**src/rtl/div_unit_pkg.sv**
```systemverilog
// rtl/div_unit_pkg.sv - shared width and opcode definitions for the divide unit
package div_unit_pkg;

    localparam int XLEN = 32;

    // Encodings follow funct3[1:0] so the decoder can pass the field through untouched.
    localparam logic [1:0] DIV_OP_DIV  = 2'b00;
    localparam logic [1:0] DIV_OP_DIVU = 2'b01;
    localparam logic [1:0] DIV_OP_REM  = 2'b10;
    localparam logic [1:0] DIV_OP_REMU = 2'b11;

    function automatic logic op_is_signed(input logic [1:0] op);
        return !op[0];
    endfunction

    function automatic logic op_is_rem(input logic [1:0] op);
        return op[1];
    endfunction

endpackage

```
**src/rtl/div_step.sv**
```systemverilog
// rtl/div_step.sv - one combinational restoring-division iteration
module div_step
    import div_unit_pkg::*;
#(
    parameter int N = XLEN
) (
    input  logic [N-1:0] rem_i,
    input  logic [N-1:0] quot_i,
    input  logic [N-1:0] divisor_i,
    output logic [N-1:0] rem_o,
    output logic [N-1:0] quot_o
);

    logic [N:0] shifted;
    logic [N:0] diff;

    // The partial remainder stays below the divisor, so N+1 bits hold the shifted value
    // and the sign of the difference.
    always_comb begin
        shifted = {rem_i, quot_i[N-1]};
        diff    = shifted - {1'b0, divisor_i};
        if (!diff[N]) begin
            rem_o  = diff[N-1:0];
            quot_o = {quot_i[N-2:0], 1'b1};
        end else begin
            rem_o  = shifted[N-1:0];
            quot_o = {quot_i[N-2:0], 1'b0};
        end
    end

endmodule

```
**src/rtl/div_unit.sv**
```systemverilog
// rtl/div_unit.sv - multi-cycle RV32M DIV/DIVU/REM/REMU unit with early special cases
module div_unit
    import div_unit_pkg::*;
#(
    parameter int N = XLEN
) (
    input  logic         clk,
    input  logic         rst_n,
    input  logic         flush,
    input  logic         in_valid,
    output logic         in_ready,
    input  logic [N-1:0] a,
    input  logic [N-1:0] b,
    input  logic [1:0]   op,
    output logic         out_valid,
    input  logic         out_ready,
    output logic [N-1:0] result
);

    localparam int CW = $clog2(N);

    typedef enum logic [1:0] {
        S_IDLE,
        S_CALC,
        S_FIX,
        S_DONE
    } state_e;

    state_e        state_q, state_d;
    logic [CW-1:0] cnt_q, cnt_d;
    logic [N-1:0]  rem_q, rem_d;
    logic [N-1:0]  quot_q, quot_d;
    logic [N-1:0]  dvsr_q, dvsr_d;
    logic [N-1:0]  result_q, result_d;
    logic [1:0]    op_q, op_d;
    logic          sa_q, sa_d;
    logic          sb_q, sb_d;

    logic          in_signed;
    logic          a_neg, b_neg;
    logic [N-1:0]  mag_a, mag_b;
    logic          div_zero, sgn_ovf;
    logic [N-1:0]  rem_nx, quot_nx;
    logic [N-1:0]  q_fix, r_fix;

    assign in_signed = op_is_signed(op);
    assign a_neg     = in_signed & a[N-1];
    assign b_neg     = in_signed & b[N-1];
    assign mag_a     = a_neg ? -a : a;
    assign mag_b     = b_neg ? -b : b;
    assign div_zero  = (b == '0);
    assign sgn_ovf   = in_signed && (a == {1'b1, {(N-1){1'b0}}}) && (b == '1);

    // Signs are only latched for signed ops, so they directly drive the fix-up.
    assign q_fix = (sa_q ^ sb_q) ? -quot_q : quot_q;
    assign r_fix = sa_q ? -rem_q : rem_q;

    div_step #(.N(N)) u_step (
        .rem_i     (rem_q),
        .quot_i    (quot_q),
        .divisor_i (dvsr_q),
        .rem_o     (rem_nx),
        .quot_o    (quot_nx)
    );

    always_comb begin
        state_d  = state_q;
        cnt_d    = cnt_q;
        rem_d    = rem_q;
        quot_d   = quot_q;
        dvsr_d   = dvsr_q;
        result_d = result_q;
        op_d     = op_q;
        sa_d     = sa_q;
        sb_d     = sb_q;
        case (state_q)
            S_IDLE: begin
                if (in_valid && !flush) begin
                    op_d   = op;
                    sa_d   = a_neg;
                    sb_d   = b_neg;
                    dvsr_d = mag_b;
                    quot_d = mag_a;
                    rem_d  = '0;
                    cnt_d  = CW'(N-1);
                    if (div_zero) begin
                        result_d = op_is_rem(op) ? a : '1;
                        state_d  = S_DONE;
                    end else if (sgn_ovf) begin
                        result_d = op_is_rem(op) ? '0 : a;
                        state_d  = S_DONE;
                    end else begin
                        state_d = S_CALC;
                    end
                end
            end
            S_CALC: begin
                rem_d  = rem_nx;
                quot_d = quot_nx;
                if (cnt_q == '0) begin
                    state_d = S_FIX;
                end else begin
                    cnt_d = cnt_q - CW'(1);
                end
            end
            S_FIX: begin
                result_d = op_is_rem(op_q) ? r_fix : q_fix;
                state_d  = S_DONE;
            end
            S_DONE: begin
                if (out_ready) begin
                    state_d = S_IDLE;
                end
            end
            default: state_d = S_IDLE;
        endcase
        if (flush) begin
            state_d = S_IDLE;
        end
    end

    always_ff @(posedge clk) begin
        if (!rst_n) begin
            state_q  <= S_IDLE;
            cnt_q    <= '0;
            rem_q    <= '0;
            quot_q   <= '0;
            dvsr_q   <= '0;
            result_q <= '0;
            op_q     <= '0;
            sa_q     <= 1'b0;
            sb_q     <= 1'b0;
        end else begin
            state_q  <= state_d;
            cnt_q    <= cnt_d;
            rem_q    <= rem_d;
            quot_q   <= quot_d;
            dvsr_q   <= dvsr_d;
            result_q <= result_d;
            op_q     <= op_d;
            sa_q     <= sa_d;
            sb_q     <= sb_d;
        end
    end

    assign in_ready  = (state_q == S_IDLE) && rst_n;
    assign out_valid = (state_q == S_DONE);
    assign result    = result_q;

endmodule

```
**config.mk**
```make
export PLATFORM = sky130hd
export DESIGN_NAME = div_unit
export DESIGN_NICKNAME = d
export VERILOG_FILES = /design/src/rtl/div_unit_pkg.sv /design/src/rtl/div_step.sv /design/src/rtl/div_unit.sv
export SDC_FILE = /design/constraint.sdc
export NUM_CORES = 1
export LEC_CHECK = 0
export CORE_UTILIZATION = 54
export DETAILED_ROUTE_END_ITERATION = 8
export PLACE_DENSITY = 0.86
export SETUP_SLACK_MARGIN = 0.4
export SYNTH_ARGS = -nofsm -noshare
export SYNTH_HDL_FRONTEND = slang
export SYNTH_SLANG_ARGS = --single-unit
```
**constraint.sdc**
```tcl
create_clock -name clk -period 5.1 [get_ports clk]
set_input_delay 0.51 -clock clk [delete_from_list [all_inputs] [get_ports clk]]
set_output_delay 0.51 -clock clk [all_outputs]
set_load 0.02 [all_outputs]
```
# Word level (Yosys, flattened, before mapping)
# Cells that the tools add are included.
# Widths: inputs -> output; s select.
classes:
  mux: 26
  bitwise_logic: 4
  n_addsub: 6
  reduce_logical: 17
  n_eq_ne: 10
ops:
  columns: ["op", "n"]
  rows:
  - ["$mux 32", 13]
  - ["$pmux 32 s2", 3]
  - ["$neg 32->32", 4]
  - ["$eq 32x32->1 const B", 2]
  - ["$sub 33x32->33", 1]
  - ["$logic_not 32->1", 1]
  - ["$mux 2", 5]
  - ["$mux 5", 2]
  - ["$pmux 5 s2", 1]
  - ["$reduce_and 3->1", 3]
  - ["$pmux 2 s4", 1]
  - ["$ne 2x2->1 const B", 3]
  - ["$logic_not 5->1", 1]
  - ["$sub 5x1->5 const B", 1]
  - ["$eq 2x2->1 const B", 2]
  - ["$logic_and 1x1->1", 4]
  - ["$reduce_and 2->1", 2]
  - ["$reduce_bool 2->1", 2]
  - ["$ne 3x3->1 const B", 1]
  - ["$and 1x1->1", 2]
  - ["$eq 2x1->1 const B", 1]
  - ["$logic_not 1->1", 2]
  - ["$logic_not 2->1", 1]
  - ["$ne 2x1->1 const B", 1]
  - ["4 further kinds", 4]
word_totals:
  elab_cells: 72
  in_bits: 71
  register_bits: 139
  output_inout_bits: 34

# Longest topological paths before layout
depth:
  ltp_word: 7
  ltp_mapped: 14
  mapped_depth_nobuf: 12

# Cells and area by module
# Synthesis repeated with hierarchy kept, for this count alone.
unflattened:
  cells_unflattened: 1482
  hier_area_um2: 11284.6
by_module_without_submodules:
  columns: ["module", "n_inst", "area_each_um2", "seq_area_each_um2", "cells_per_inst"]
  rows:
  - ["div_unit", 1, 8795.9, 2762.6, 1140]
  - ["div_step", 1, 2488.6, 0.0, 342]

# Worst setup path after synthesis
# OpenSTA, ideal clock, no wires.
synth_path:
  kind: "reg-to-reg"
  startpoint: "register quot_q[31]"
  endpoint: "register rem_q[1]"
  required_time_ns: 4.983
  path_buffers: 2
  arrival_time_ns: 3.272
  path_stages_with_launch: 15
  period_less_slack_ns: 3.389
  setup_slack_ns: 1.711
  setup_ns: 0.117
  cell_sequence: "dfxtp_1 inv_1 ha_1 fa_1 nand2b_1 a21oi_1 o21ai_0 o211ai_1 a31oi_1 o2111ai_1 or3b_2 clkbuf_1 buf_2 mux2i_1 a22o_1"
synth_between:
  elab_chain_len: 3
synth_lines:
  columns: ["item", "line_no", "text"]
  rows:
  - ["start, declared", "div_unit.sv:32", "logic [N-1:0] quot_q, quot_d;"]
  - ["start signal, assigned", "div_unit.sv:137", "quot_q <= quot_d;"]
  - ["$sub 33x32->33", "div_step.sv:21", "diff = shifted - {1'b0, divisor_i};"]
  - ["$mux 32", "div_step.sv:22", "if (!diff[N]) begin"]
  - ["$pmux 32 s2", "div_unit.sv:76", "case (state_q)"]
  - ["end signal, assigned", "div_unit.sv:136", "rem_q <= rem_d;"]
  - ["end, declared", "div_unit.sv:31", "logic [N-1:0] rem_q, rem_d;"]
# No other way between the ends.
# A chain may end at the register's enable or synchronous reset.

# Worst setup path after layout
layout_path:
  startpoint: "register quot_q[31]"
  endpoint: "register rem_q[0]"
layout_between:
  elab_chain_len: 3
layout_lines:
  columns: ["item", "line_no"]
  rows:
  - ["$sub 33x32->33", "div_step.sv:21"]
  - ["$mux 32 *", "div_step.sv:22"]
  - ["$pmux 32 s2 *", "div_unit.sv:76"]
# Every way passes the cells marked *; elsewhere a longest branch is shown, timed or not.

==> impl_results.md <==
* Status: completed
* Row cnt at 51
* Worst-Skew Late Latency at 0.44 ns
* Maximum capacitance violations at 0
* CP Class: reg -> reg
* Final worst path period share at between 80% and 90%
* IO Count at 105
* Max FO, Critical Path at 19
* Netlist cell types at 70
* Seq/Total Area, Yosys at 25.0%
* Endpoints failing setup at 0
* Worst-margin pin slew at 1.26 ns
* Total power at 0.00320 W
* Share of layout cells above drive strength 1 at 4.46%
* Clock Skew at 0.0110 ns
* Final ANT Viol Nets at 0
* Nets at 1675
* Yosys synthesis warning count at 0
* Adder and majority gate portion of the synthesized area at 6.34%
* Min cycle time layout at approximately 4.2 ns
* CP Capture Type: flop
* Area growth syn-to-layout at 16.1%
* Crit path largest cell delay at 0.62 ns
* Slew HR at 15.8%
* Vias per cell at 6.31
* Largest net degree at the start of global routing at 77
* Pwr Density at 249 nW/um^2
* Unrepaired setup endpoints after global routing: no
* GR Overflow Total at 0
* Cts hold-fix bufs at 0
* Synth Cell Area at 11000 sq um
* DRT Wirelength at 32500 um
* Most common library cell in the layout ignoring fill and taps: nand2_1
* Die Area at ~21000 sq um
* Post-DP HPWL at 23600 um
* DRT Pass-1 Iters at 7
* Initial antenna violation count at 0
* Post-synth EDFFs at 0
* Antenna Cells at 0
* Die Width at 145 um
* Leak pwr at 5.06 nW
* Largest cells by area after synthesis: dfxtp_1, nand2_1, o21ai_0
* DRC viols at 0
* Synth Area in Simple Gates at 21.2%
* Most frequent cells in the layout: nand2_1, o21ai_0, dfxtp_1
* Total core area at 19800 sq um
* Worst-path cell chain: inv_1 -> ha_1 -> fa_1 -> nand2b_1 -> a21oi_1 -> o21ai_0 -> o211ai_1 -> a31oi_1 -> o2111ai_1 -> or3b_2 -> buf_4 -> mux2i_1 -> a22o_1
* Area leader, netlist: dfxtp_1
* Worst endpoint required time at ~5.4 ns
* Root Driver: clkbuf_16
* Hold WC Path Type: reg -> reg
* Gr usage total at 30.5%
* Setup TNS at 0 ns
* Initial DRC Count at 1300
* Global-route wire length before repair at ~53000 um
* Seq cells post-synth at about 140
* # resized after CTS at 0
* CP max-delay cell: or3b_2
* Sink Count at 138
* Max Clk Rate at around 0.24 GHz
* Most used DFF post-synth: dfxtp_1
* Yosys top cell area share at 25.0%
* Cts bufs inserted at 17
* Largest family of logic cells by synthesized area: compound AO/OA/AOI/OAI gates
* Hold Vio Cnt, Final at 0
* Vias after detailed routing at 11600
* Peak VDD IR at ~0.26 mV
* Count of input and output buffers at roughly 100
* Syn Nets at approximately 1600
* Post CTS Setup Buffer Count at 0
* DP Cell Count at 1805
* CTS tree: built
* Final GP Congestion at 0.924
* Number of global-route vias before repair at 10500
* Post-synthesis compound-gate area fraction at approximately 28%
* Routed len/inst at 17.7 um
* Clk buf depth at 2
* Syn_area_per_cell at around 7.3 sq um
* Slew Limit Fails at 0
* Ys async rst share at 0%
* Clock-pin slew on the worst setup and hold paths at 0.06 ns
* CP Data Arrival Time at 4.50 ns
* Non-Filler Instances at 1835
* Synth Instances at approximately 1500
* Die height at 145 um
* CTS H-tree lvls at 4
* Mux contribution to synthesized area at 2.64%
* Setup crit start kind: flop
* Initial Util at 55.8%
* XOR/XNOR Fraction of Synth Area at between 10 and 15%
## final timing paths
check                          startpoint                      end  slack [ns]  cells after the start
setup / recovery  quot_q[31]$_SDFFE_PN0P_    rem_q[0]$_SDFFE_PN0P_        0.93                     13
hold / removal    result[31]$_SDFFE_PN0P_  result[31]$_SDFFE_PN0P_        0.50                      2
setup reg to reg  quot_q[31]$_SDFFE_PN0P_    rem_q[0]$_SDFFE_PN0P_        0.93                     13
hold reg to reg   result[31]$_SDFFE_PN0P_  result[31]$_SDFFE_PN0P_        0.50                      2
## final cells by class
class / instances / area [sq um]
clock buffers: 22 / 474
multi-input cells: 1210 / 7660
repair buffers: 123 / 1190
fillers: 1678 / 6960
inverters: 69 / 259
flip-flops and latches: 138 / 2760
well taps: 265 / 332
clock inverters: 8 / 143
## synthesized netlist by cell type (35+ instances only)
| library cell | count |
|---|---|
| ha_1 | 44 |
| o21ai_0 | 143 |
| xor2_1 | 69 |
| nor2_1 | 82 |
| xnor2_1 | 72 |
| a21boi_0 | 37 |
| inv_1 | 69 |
| dfxtp_1 | 138 |
| clkbuf_1 | 76 |
| nor3_1 | 35 |
| a21oi_1 | 118 |
| nand2_1 | 247 |
## routing by layer
metal	vias to the layer above	wire length (um)	GRT usage [%]
li1	5468	-	-
met1	5371	13500	39.5
met5	-	0	0
met4	0	1270	13.6
met3	108	2860	5.38
met2	623	14800	49.6
## worst max-delay path, delay by kind of cell (launching register included)
kind                     cells  cell delay, ns
flip-flops                   1            0.34
multiplexers                 1            0.15
adder cells (fa/ha/maj)      2            0.64
buffers and inverters        2            0.38
AO/OA/AOI/OAI                6            1.72
AND/OR/NAND/NOR              2            0.82
## logic make-up (layout without fill, tap and decap cells)
logic type / count (synthesis) / count (layout)
xor gates and xnor gates: 141 / 141
adders and majority gates: 58 / 58
DFF: 138 / 138
AOI/OAI and AO/OA: 479 / 479
and+or+nand+nor: 503 / 503
muxes: 29 / 29
buffers and inverters: 163 / 222
## flip-flops by register name, summed over array words and instances, names as in the netlist
register and cells:
quot_q 32, dvsr_q 32, state_q 2, sa_q 1, result 32, sb_q 1
cnt_q 5, op_q 1, rem_q 32
## metrics by stage
| step | utilization (%) | hold slack, ns | cell area (sq um) | setup WS (ns) |
|---|---|---|---|---|
| 2_1_floorplan | - | 0.441 | 11000 | 1.71 |
| 3_3_place_gp | 61.7 | 0.453 | 12200 | 0.964 |
| 3_5_place_dp | 61.7 | 0.485 | 12200 | 0.829 |
| 6_report | 64.8 | 0.500 | 12800 | 0.926 |
| 4_1_cts | 64.8 | 0.497 | 12800 | 1.00 |
| 5_1_grt | 64.8 | 0.509 | 12800 | 0.714 |
## power breakdown
group	internal [W]	leakage [nW]	total [W]	switching (W)
clock	0.000849	0.302	0.00133	0.000481
combinational	0.000291	3.63	0.000700	0.000408
sequential	0.00112	1.12	0.00117	0.0000437
total	0.00226	5.06	0.00320	0.000932
(Power assumes the default switching activity.)
